[src/rtl/sprite_blitter_pkg.sv]
// Shared types and constants for the sprite blitter: FSM encoding, screen geometry,
// colour palette (including the default transparent key) and the pipeline slot record.
package sprite_blitter_pkg;

    typedef enum logic [1:0] {
        ST_IDLE  = 2'd0,
        ST_SCAN  = 2'd1,
        ST_DRAIN = 2'd2,
        ST_DONE  = 2'd3
    } blit_state_t;

    localparam int SCREEN_W_DEF = 320;
    localparam int SCREEN_H_DEF = 240;
    localparam int COLOUR_W_DEF = 3;

    localparam logic [2:0] COL_BLACK   = 3'b000;
    localparam logic [2:0] COL_BLUE    = 3'b001;
    localparam logic [2:0] COL_GREEN   = 3'b010;
    localparam logic [2:0] COL_CYAN    = 3'b011;
    localparam logic [2:0] COL_RED     = 3'b100;
    localparam logic [2:0] COL_MAGENTA = 3'b101;
    localparam logic [2:0] COL_YELLOW  = 3'b110;
    localparam logic [2:0] COL_WHITE   = 3'b111;
    localparam logic [2:0] TRANSP_KEY  = COL_WHITE;

    // One pixel slot travelling alongside the ROM read; sums are one bit wider than the screen bus.
    typedef struct packed {
        logic       valid;
        logic [9:0] x;
        logic [8:0] y;
    } slot_t;

    // Counter width that still works for a dimension of 1.
    function automatic int clog2_min1(input int n);
        return (n <= 1) ? 1 : $clog2(n);
    endfunction

endpackage

[src/rtl/sprite_scan_gen.sv]
// Row-major pixel scanner: column/row counters, row-base accumulator (no multiplier)
// and the optionally mirrored ROM address for the current slot.
module sprite_scan_gen
    import sprite_blitter_pkg::*;
#(
    parameter int SPR_W    = 70,
    parameter int SPR_H    = 71,
    parameter int ADDR_W   = 13,
    parameter int COL_BITS = 7,
    parameter int ROW_BITS = 7
)(
    input  logic                clk,
    input  logic                srst,
    input  logic                clear,
    input  logic                advance,
    input  logic                flip,
    output logic [COL_BITS-1:0] col,
    output logic [ROW_BITS-1:0] row,
    output logic [ADDR_W-1:0]   addr,
    output logic                last
);

    localparam logic [COL_BITS-1:0] COL_LAST = COL_BITS'(SPR_W - 1);
    localparam logic [ROW_BITS-1:0] ROW_LAST = ROW_BITS'(SPR_H - 1);
    localparam logic [ADDR_W-1:0]   W_STEP   = ADDR_W'(SPR_W);

    logic [COL_BITS-1:0] col_reg;
    logic [ROW_BITS-1:0] row_reg;
    logic [ADDR_W-1:0]   base_reg;
    logic [COL_BITS-1:0] col_eff;
    logic                col_end;
    logic                row_end;

    assign col_end = (col_reg == COL_LAST);
    assign row_end = (row_reg == ROW_LAST);

    always_ff @(posedge clk) begin
        if (srst || clear) begin
            col_reg  <= '0;
            row_reg  <= '0;
            base_reg <= '0;
        end else if (advance) begin
            if (col_end) begin
                col_reg <= '0;
                // Wrap fully after the last slot so the next draw starts from a clean origin.
                if (row_end) begin
                    row_reg  <= '0;
                    base_reg <= '0;
                end else begin
                    row_reg  <= row_reg + 1'b1;
                    base_reg <= base_reg + W_STEP;
                end
            end else begin
                col_reg <= col_reg + 1'b1;
            end
        end
    end

    assign col_eff = flip ? (COL_LAST - col_reg) : col_reg;
    assign addr    = base_reg + ADDR_W'(col_eff);
    assign col     = col_reg;
    assign row     = row_reg;
    assign last    = col_end & row_end;

endmodule

[src/rtl/sprite_blitter.sv]
// Streams a SPR_W x SPR_H sprite from an external ROM to the VGA plot port with
// latency alignment, transparency skip, horizontal flip and screen-edge clipping.
module sprite_blitter
    import sprite_blitter_pkg::*;
#(
    parameter int                  SPR_W      = 70,
    parameter int                  SPR_H      = 71,
    parameter int                  ADDR_W     = 13,
    parameter int                  COLOUR_W   = COLOUR_W_DEF,
    parameter int                  ROM_LAT    = 1,
    parameter int                  TRANSP_EN  = 1,
    parameter logic [COLOUR_W-1:0] TRANSP_COL = COLOUR_W'(TRANSP_KEY),
    parameter int                  SCREEN_W   = SCREEN_W_DEF,
    parameter int                  SCREEN_H   = SCREEN_H_DEF
)(
    input  logic                clock_all,
    input  logic                reset_all,
    input  logic                start,
    input  logic [8:0]          x_,
    input  logic [7:0]          y_,
    input  logic                flip_h,
    output logic                busy,
    output logic                done,
    output logic [ADDR_W-1:0]   rom_addr,
    input  logic [COLOUR_W-1:0] rom_q,
    output logic [8:0]          out_x,
    output logic [7:0]          out_y,
    output logic [COLOUR_W-1:0] out_colour,
    output logic                plot
);

    localparam int         COL_BITS   = clog2_min1(SPR_W);
    localparam int         ROW_BITS   = clog2_min1(SPR_H);
    localparam logic [1:0] DRAIN_LAST = 2'(ROM_LAT - 1);

    blit_state_t         state_reg;
    logic                busy_reg;
    logic                done_reg;
    logic [1:0]          drain_cnt_reg;
    logic [8:0]          x0_reg;
    logic [7:0]          y0_reg;
    logic                flip_reg;

    logic                start_ok;
    logic [COL_BITS-1:0] scan_col;
    logic [ROW_BITS-1:0] scan_row;
    logic                scan_last;

    slot_t               s0;
    slot_t               tap;
    logic                in_screen;
    logic                is_transp;

    logic [8:0]          out_x_reg;
    logic [7:0]          out_y_reg;
    logic [COLOUR_W-1:0] out_colour_reg;
    logic                plot_reg;

    // busy stays up through the done cycle, so gating on it also blocks a start there.
    assign start_ok = start && (state_reg == ST_IDLE) && !busy_reg;

    sprite_scan_gen #(
        .SPR_W    (SPR_W),
        .SPR_H    (SPR_H),
        .ADDR_W   (ADDR_W),
        .COL_BITS (COL_BITS),
        .ROW_BITS (ROW_BITS)
    ) u_scan (
        .clk     (clock_all),
        .srst    (reset_all),
        .clear   (start_ok),
        .advance (state_reg == ST_SCAN),
        .flip    (flip_reg),
        .col     (scan_col),
        .row     (scan_row),
        .addr    (rom_addr),
        .last    (scan_last)
    );

    always_ff @(posedge clock_all) begin
        if (reset_all) begin
            state_reg     <= ST_IDLE;
            busy_reg      <= 1'b0;
            done_reg      <= 1'b0;
            drain_cnt_reg <= '0;
            x0_reg        <= '0;
            y0_reg        <= '0;
            flip_reg      <= 1'b0;
        end else begin
            // done is the registered image of DONE, landing one cycle after the last plot.
            done_reg <= (state_reg == ST_DONE);
            if (done_reg) begin
                busy_reg <= 1'b0;
            end
            case (state_reg)
                ST_IDLE: begin
                    if (start_ok) begin
                        state_reg <= ST_SCAN;
                        busy_reg  <= 1'b1;
                        x0_reg    <= x_;
                        y0_reg    <= y_;
                        flip_reg  <= flip_h;
                    end
                end
                ST_SCAN: begin
                    if (scan_last) begin
                        drain_cnt_reg <= '0;
                        state_reg     <= (ROM_LAT == 0) ? ST_DONE : ST_DRAIN;
                    end
                end
                ST_DRAIN: begin
                    if (drain_cnt_reg == DRAIN_LAST) begin
                        state_reg <= ST_DONE;
                    end else begin
                        drain_cnt_reg <= drain_cnt_reg + 2'd1;
                    end
                end
                ST_DONE: begin
                    state_reg <= ST_IDLE;
                end
                default: begin
                    state_reg <= ST_IDLE;
                end
            endcase
        end
    end

    always_comb begin
        s0       = '0;
        s0.valid = (state_reg == ST_SCAN);
        s0.x     = 10'(x0_reg) + 10'(scan_col);
        s0.y     = 9'(y0_reg) + 9'(scan_row);
    end

    // Delay the slot record by ROM_LAT cycles so it meets its rom_q word.
    generate
        if (ROM_LAT == 0) begin : g_nolat
            assign tap = s0;
        end else begin : g_lat
            slot_t dly [1:ROM_LAT];
            genvar gi;
            for (gi = 1; gi <= ROM_LAT; gi++) begin : g_stage
                if (gi == 1) begin : g_first
                    always_ff @(posedge clock_all) begin
                        if (reset_all) dly[gi] <= '0;
                        else           dly[gi] <= s0;
                    end
                end else begin : g_next
                    always_ff @(posedge clock_all) begin
                        if (reset_all) dly[gi] <= '0;
                        else           dly[gi] <= dly[gi-1];
                    end
                end
            end
            assign tap = dly[ROM_LAT];
        end
    endgenerate

    // The wide sums catch both off-screen pixels and wrap past the 9/8-bit bus.
    assign in_screen = (tap.x < 10'(SCREEN_W)) && (tap.y < 9'(SCREEN_H));
    assign is_transp = (TRANSP_EN != 0) && (rom_q == TRANSP_COL);

    always_ff @(posedge clock_all) begin
        if (reset_all) begin
            out_x_reg      <= '0;
            out_y_reg      <= '0;
            out_colour_reg <= '0;
            plot_reg       <= 1'b0;
        end else begin
            plot_reg <= tap.valid && in_screen && !is_transp;
            if (tap.valid) begin
                out_x_reg      <= tap.x[8:0];
                out_y_reg      <= tap.y[7:0];
                out_colour_reg <= rom_q;
            end
        end
    end

    assign busy       = busy_reg;
    assign done       = done_reg;
    assign out_x      = out_x_reg;
    assign out_y      = out_y_reg;
    assign out_colour = out_colour_reg;
    assign plot       = plot_reg;

endmodule

[config.mk]
export PLATFORM = sky130hd
export DESIGN_NAME = sprite_blitter
export DESIGN_NICKNAME = d
export VERILOG_FILES = /design/src/rtl/sprite_blitter_pkg.sv /design/src/rtl/sprite_scan_gen.sv /design/src/rtl/sprite_blitter.sv
export SDC_FILE = /design/constraint.sdc
export NUM_CORES = 1
export LEC_CHECK = 0
export BUFFER_PORTS_ARGS = -buffer_cell sky130_fd_sc_hd__buf_2
export CAP_MARGIN = 10
export CORE_UTILIZATION = 45
export CTS_CLUSTER_SIZE = 20
export DETAILED_ROUTE_END_ITERATION = 8
export SLEW_MARGIN = 5
export SYNTH_ARGS = -nofsm -noshare
export SYNTH_HDL_FRONTEND = slang
export SYNTH_SLANG_ARGS = --single-unit
[constraint.sdc]
create_clock -name clock_all -period 3.5 [get_ports clock_all]
set_input_delay 0.875 -clock clock_all [delete_from_list [all_inputs] [get_ports clock_all]]
set_output_delay 0.875 -clock clock_all [all_outputs]
set_load 0.05 [all_outputs]
==> results.sh <==
export IMPL_status="finished with violations"
export IMPL_violations="setup timing"
export IMPL_port_buffers=59
export IMPL_critical_path_arrival_ns=2.64
export IMPL_stdcell_count=695
export IMPL_worst_pin_slew_ns=0.581
export IMPL_first_pass_iters=4
export IMPL_area_delta_synth_final_pct=19.3
export IMPL_hold_path_class="flop to flop"
export IMPL_cts_buffers=9
export IMPL_antenna_cells=0
export IMPL_dp_cells=672
export IMPL_drc=0
export IMPL_path_max_fanout=6
export IMPL_power_density_mw_per_mm2=497
export IMPL_hpwlAfterDp_um=6540
export IMPL_dr_first_iter_drc_count=74
export IMPL_clock_latency_ns=0.36
export IMPL_cp_end_kind="output pin"
export IMPL_path_clk_slew_ns=0.09
export IMPL_finalInstanceArea_mm2=0.00526
export IMPL_p_leak_nw=2.25
export IMPL_synth_seq_cells=91
export IMPL_globalplace_congestion=0.891
export IMPL_floorplan_initialDensity=0.470
export IMPL_h_tree_depth=3
export IMPL_clkSinkCount=91
export IMPL_synth_distinct_cells=53
export IMPL_cp_data_required_time_ns=2.62
export IMPL_cts_root_buf="clkbuf_8"
export IMPL_reg2reg_setup_slack_ns=1.14
export IMPL_num_rows=35
export IMPL_grt_overflow_total=0
export IMPL_synthFlopType="dfxtp_1"
export IMPL_post_place_ws_ns=0.0369
export IMPL_core_region_area_mm2=0.00937
export IMPL_syn_nets=553
export IMPL_setup_violations_final=3
export IMPL_antenna_found_initial=0
export IMPL_fin_skew_ns=0.0116
export IMPL_utilization=0.561
export IMPL_viasPerCell=4.98
export IMPL_post_route_period_util=1.01
export IMPL_period_minus_slack_ns=3.52
export IMPL_cts_tree="yes"
export IMPL_detail_route_wl_per_cell_um=13.2
export IMPL_largest_register_ffs=20
export IMPL_dieArea_mm2=0.0102
export IMPL_setup_worst_path_start_class="flop"
export IMPL_via_count=3459
export IMPL_max_vdd_ir_drop_mv=0.223
export IMPL_ant_nets=0
export IMPL_fp_dieW_um=101
export IMPL_layout_drive_gt1_share=0.208
export IMPL_slew_violations=0
export IMPL_routed_wl_um=9190
export IMPL_ys_warn_count=0
export IMPL_grt_total_usage=0.192
export IMPL_relSlewSlack=0.612
export IMPL_path_cells="inv_2 -> ha_4 -> mux2_4 -> ha_4 -> a211oi_2 -> nor2_2 -> o41a_1 -> nand4_1 -> xnor2_2 -> buf_6"
export IMPL_setup_ws_ns=-0.0180
export IMPL_path_common_cell="ha_4"
export IMPL_synth_cells=495
export IMPL_synth_avg_cell_area_um2=8.91
export IMPL_clock_path_buffers=2
export IMPL_yosysSeqAreaShare=0.413
export IMPL_grt_first_pass_wirelength_um=15300
export IMPL_hold_ws_ns=0.466
export IMPL_synth_edff_count=0
export IMPL_dpl_instance_area_mm2=0.00488
export IMPL_slowest_delay_ns=0.42
export IMPL_die_h_um=101
export IMPL_crit_slowest_cell="o41a_1"
export IMPL_async_flop_share=0
export IMPL_grt_pass1_vias=3240
export IMPL_max_cap_violations=0
export IMPL_synth_area_mm2=0.00441
export IMPL_worstSetupPathType="flop to output pin"
export IMPL_layout_nets=619
export IMPL_fmax_mhz=284
export IMPL_rsz0062_at_grt="true"
export IMPL_grt_max_degree=27
export IMPL_pin_count=60
export IMPL_hold_viol_final=0
-- layout make-up --
| type | instances | area, µm² |
|---|---|---|
| Multi-Input combinational cell | 365 | 2530 |
| Inverter | 17 | 63.8 |
| Timing Repair Buffer | 77 | 474 |
| Clock inverter | 6 | 71.3 |
| Clock buffer | 10 | 138 |
| Tap cell | 129 | 161 |
| Fill cell | 907 | 4110 |
| Sequential cell | 91 | 1830 |
-- per-stage QoR --
| stage | power (W) | TNS, ns |
|---|---|---|
| after global placement | 0.00188 | 0 |
| after detailed placement | 0.00188 | 0 |
| after floorplan | 0.00172 | -0.238 |
| after global routing | 0.00277 | -0.871 |
| final | 0.00262 | -0.0395 |
| after CTS | 0.00264 | -0.398 |
-- layer usage --
| metal | track usage | vias to the layer above | share of wire |
|---|---|---|---|
| met4 | 0.0669 | 0 | 0.013 |
| met3 | 0.0312 | 8 | 0.035 |
| met1 | 0.252 | 1568 | 0.50 |
| met5 | 0 | - | 0 |
| li1 | - | 1830 | - |
| met2 | 0.318 | 53 | 0.46 |
-- cells in the final DEF (no fill, tap or decap), types with 2 or more instances in the layout --
cell type	n
dfxtp_1	88
nor2_1	66
nand2_1	57
buf_2	52
a21oi_1	30
ha_1	29
mux2i_1	21
buf_4	18
xnor2_1	17
xor2_1	17
inv_1	16
nor3_1	16
o21ai_0	10
clkbuf_8	10
nor2b_1	8
a211oi_1	7
o21a_1	7
buf_6	7
nand3_1	6
xnor2_2	6
nand4_1	6
and2_1	4
and3_1	4
or3_1	4
a21o_1	3
nand3b_1	3
nand2b_1	3
ha_4	3
dfxtp_2	3
nor2_2	2
nor4b_1	2
and4b_1	2
o31a_1	2
o21bai_1	2
or2_2	2
fa_1	2
clkinvlp_4	2
inv_6	2
-- where the power goes --
part	switching (W)	internal, W
Sequential	0.0000641	0.00114
Combinational	0.000433	0.000236
Clock	0.000390	0.000356
Total	0.000888	0.00173
-- worst paths after layout --
check / to / depth (start not counted) / startpoint
max reg2reg: g_lat.dly[1][6] / 8 / u_scan.row[0]
min reg2reg: x0_reg[4] / 2 / x0_reg[4]
min: x0_reg[4] / 2 / x0_reg[4]
max: rom_addr[12] / 10 / u_scan.col[1]
-- repair_timing --
action                     4_1_cts  5_1_grt
pin swaps                        9       11
buffers inserted                 5        3
cloned                           0        0
gates resized for setup         27        4
setup endpoints to repair        7        8
hold buffers                     0        0
-- cell usage after synthesis, types with 2 or more instances --
master | n | area [µm²]
buf_6 | 2 | 22.5
nor2b_1 | 8 | 50.1
xnor2_1 | 23 | 201
and2_1 | 4 | 25.0
o31a_1 | 2 | 17.5
nor4b_1 | 2 | 17.5
buf_1 | 2 | 7.51
nand2b_1 | 3 | 18.8
nand4_1 | 6 | 37.5
nand2_1 | 57 | 214
mux2i_1 | 21 | 210
buf_2 | 3 | 15.0
xor2_1 | 17 | 149
clkbuf_1 | 15 | 56.3
inv_1 | 17 | 63.8
nor3_1 | 16 | 80.1
a21oi_1 | 30 | 150
a21o_1 | 3 | 22.5
and4b_1 | 2 | 20.0
a211oi_1 | 8 | 60.1
nor2_1 | 68 | 255
nand3_1 | 6 | 30.0
or3_1 | 4 | 25.0
and3_1 | 4 | 25.0
dfxtp_1 | 91 | 1820
ha_1 | 32 | 400
nand3b_1 | 3 | 22.5
o21bai_1 | 2 | 15.0
or2_2 | 2 | 12.5
o21a_1 | 7 | 52.6
fa_1 | 2 | 40.0
o21ai_0 | 12 | 60.1
-- critical path: cells and delay by family (launching register included) --
| family | cells | cell delay [ns] |
|---|---|---|
| adder cells (fa/ha/maj) | 2 | 0.44 |
| AND/OR/NAND/NOR | 2 | 0.24 |
| flip-flops | 1 | 0.35 |
| XOR/XNOR | 1 | 0.12 |
| AO/OA/AOI/OAI | 2 | 0.63 |
| multiplexers | 1 | 0.27 |
| buffers and inverters | 2 | 0.22 |
-- logic make-up (layout without fill, tap and decap cells) --
group,after synthesis,after routing,synth area share
XOR/XNOR,40,40,0.0795
buffers and inverters,39,110,0.0375
adder cells (fa/ha/maj),34,34,0.0999
AO/OA/AOI/OAI,77,77,0.112
flip-flops,91,91,0.413
multiplexers,22,22,0.0502
AND/OR/NAND/NOR,192,192,0.208
(Power assumes the default switching activity.)
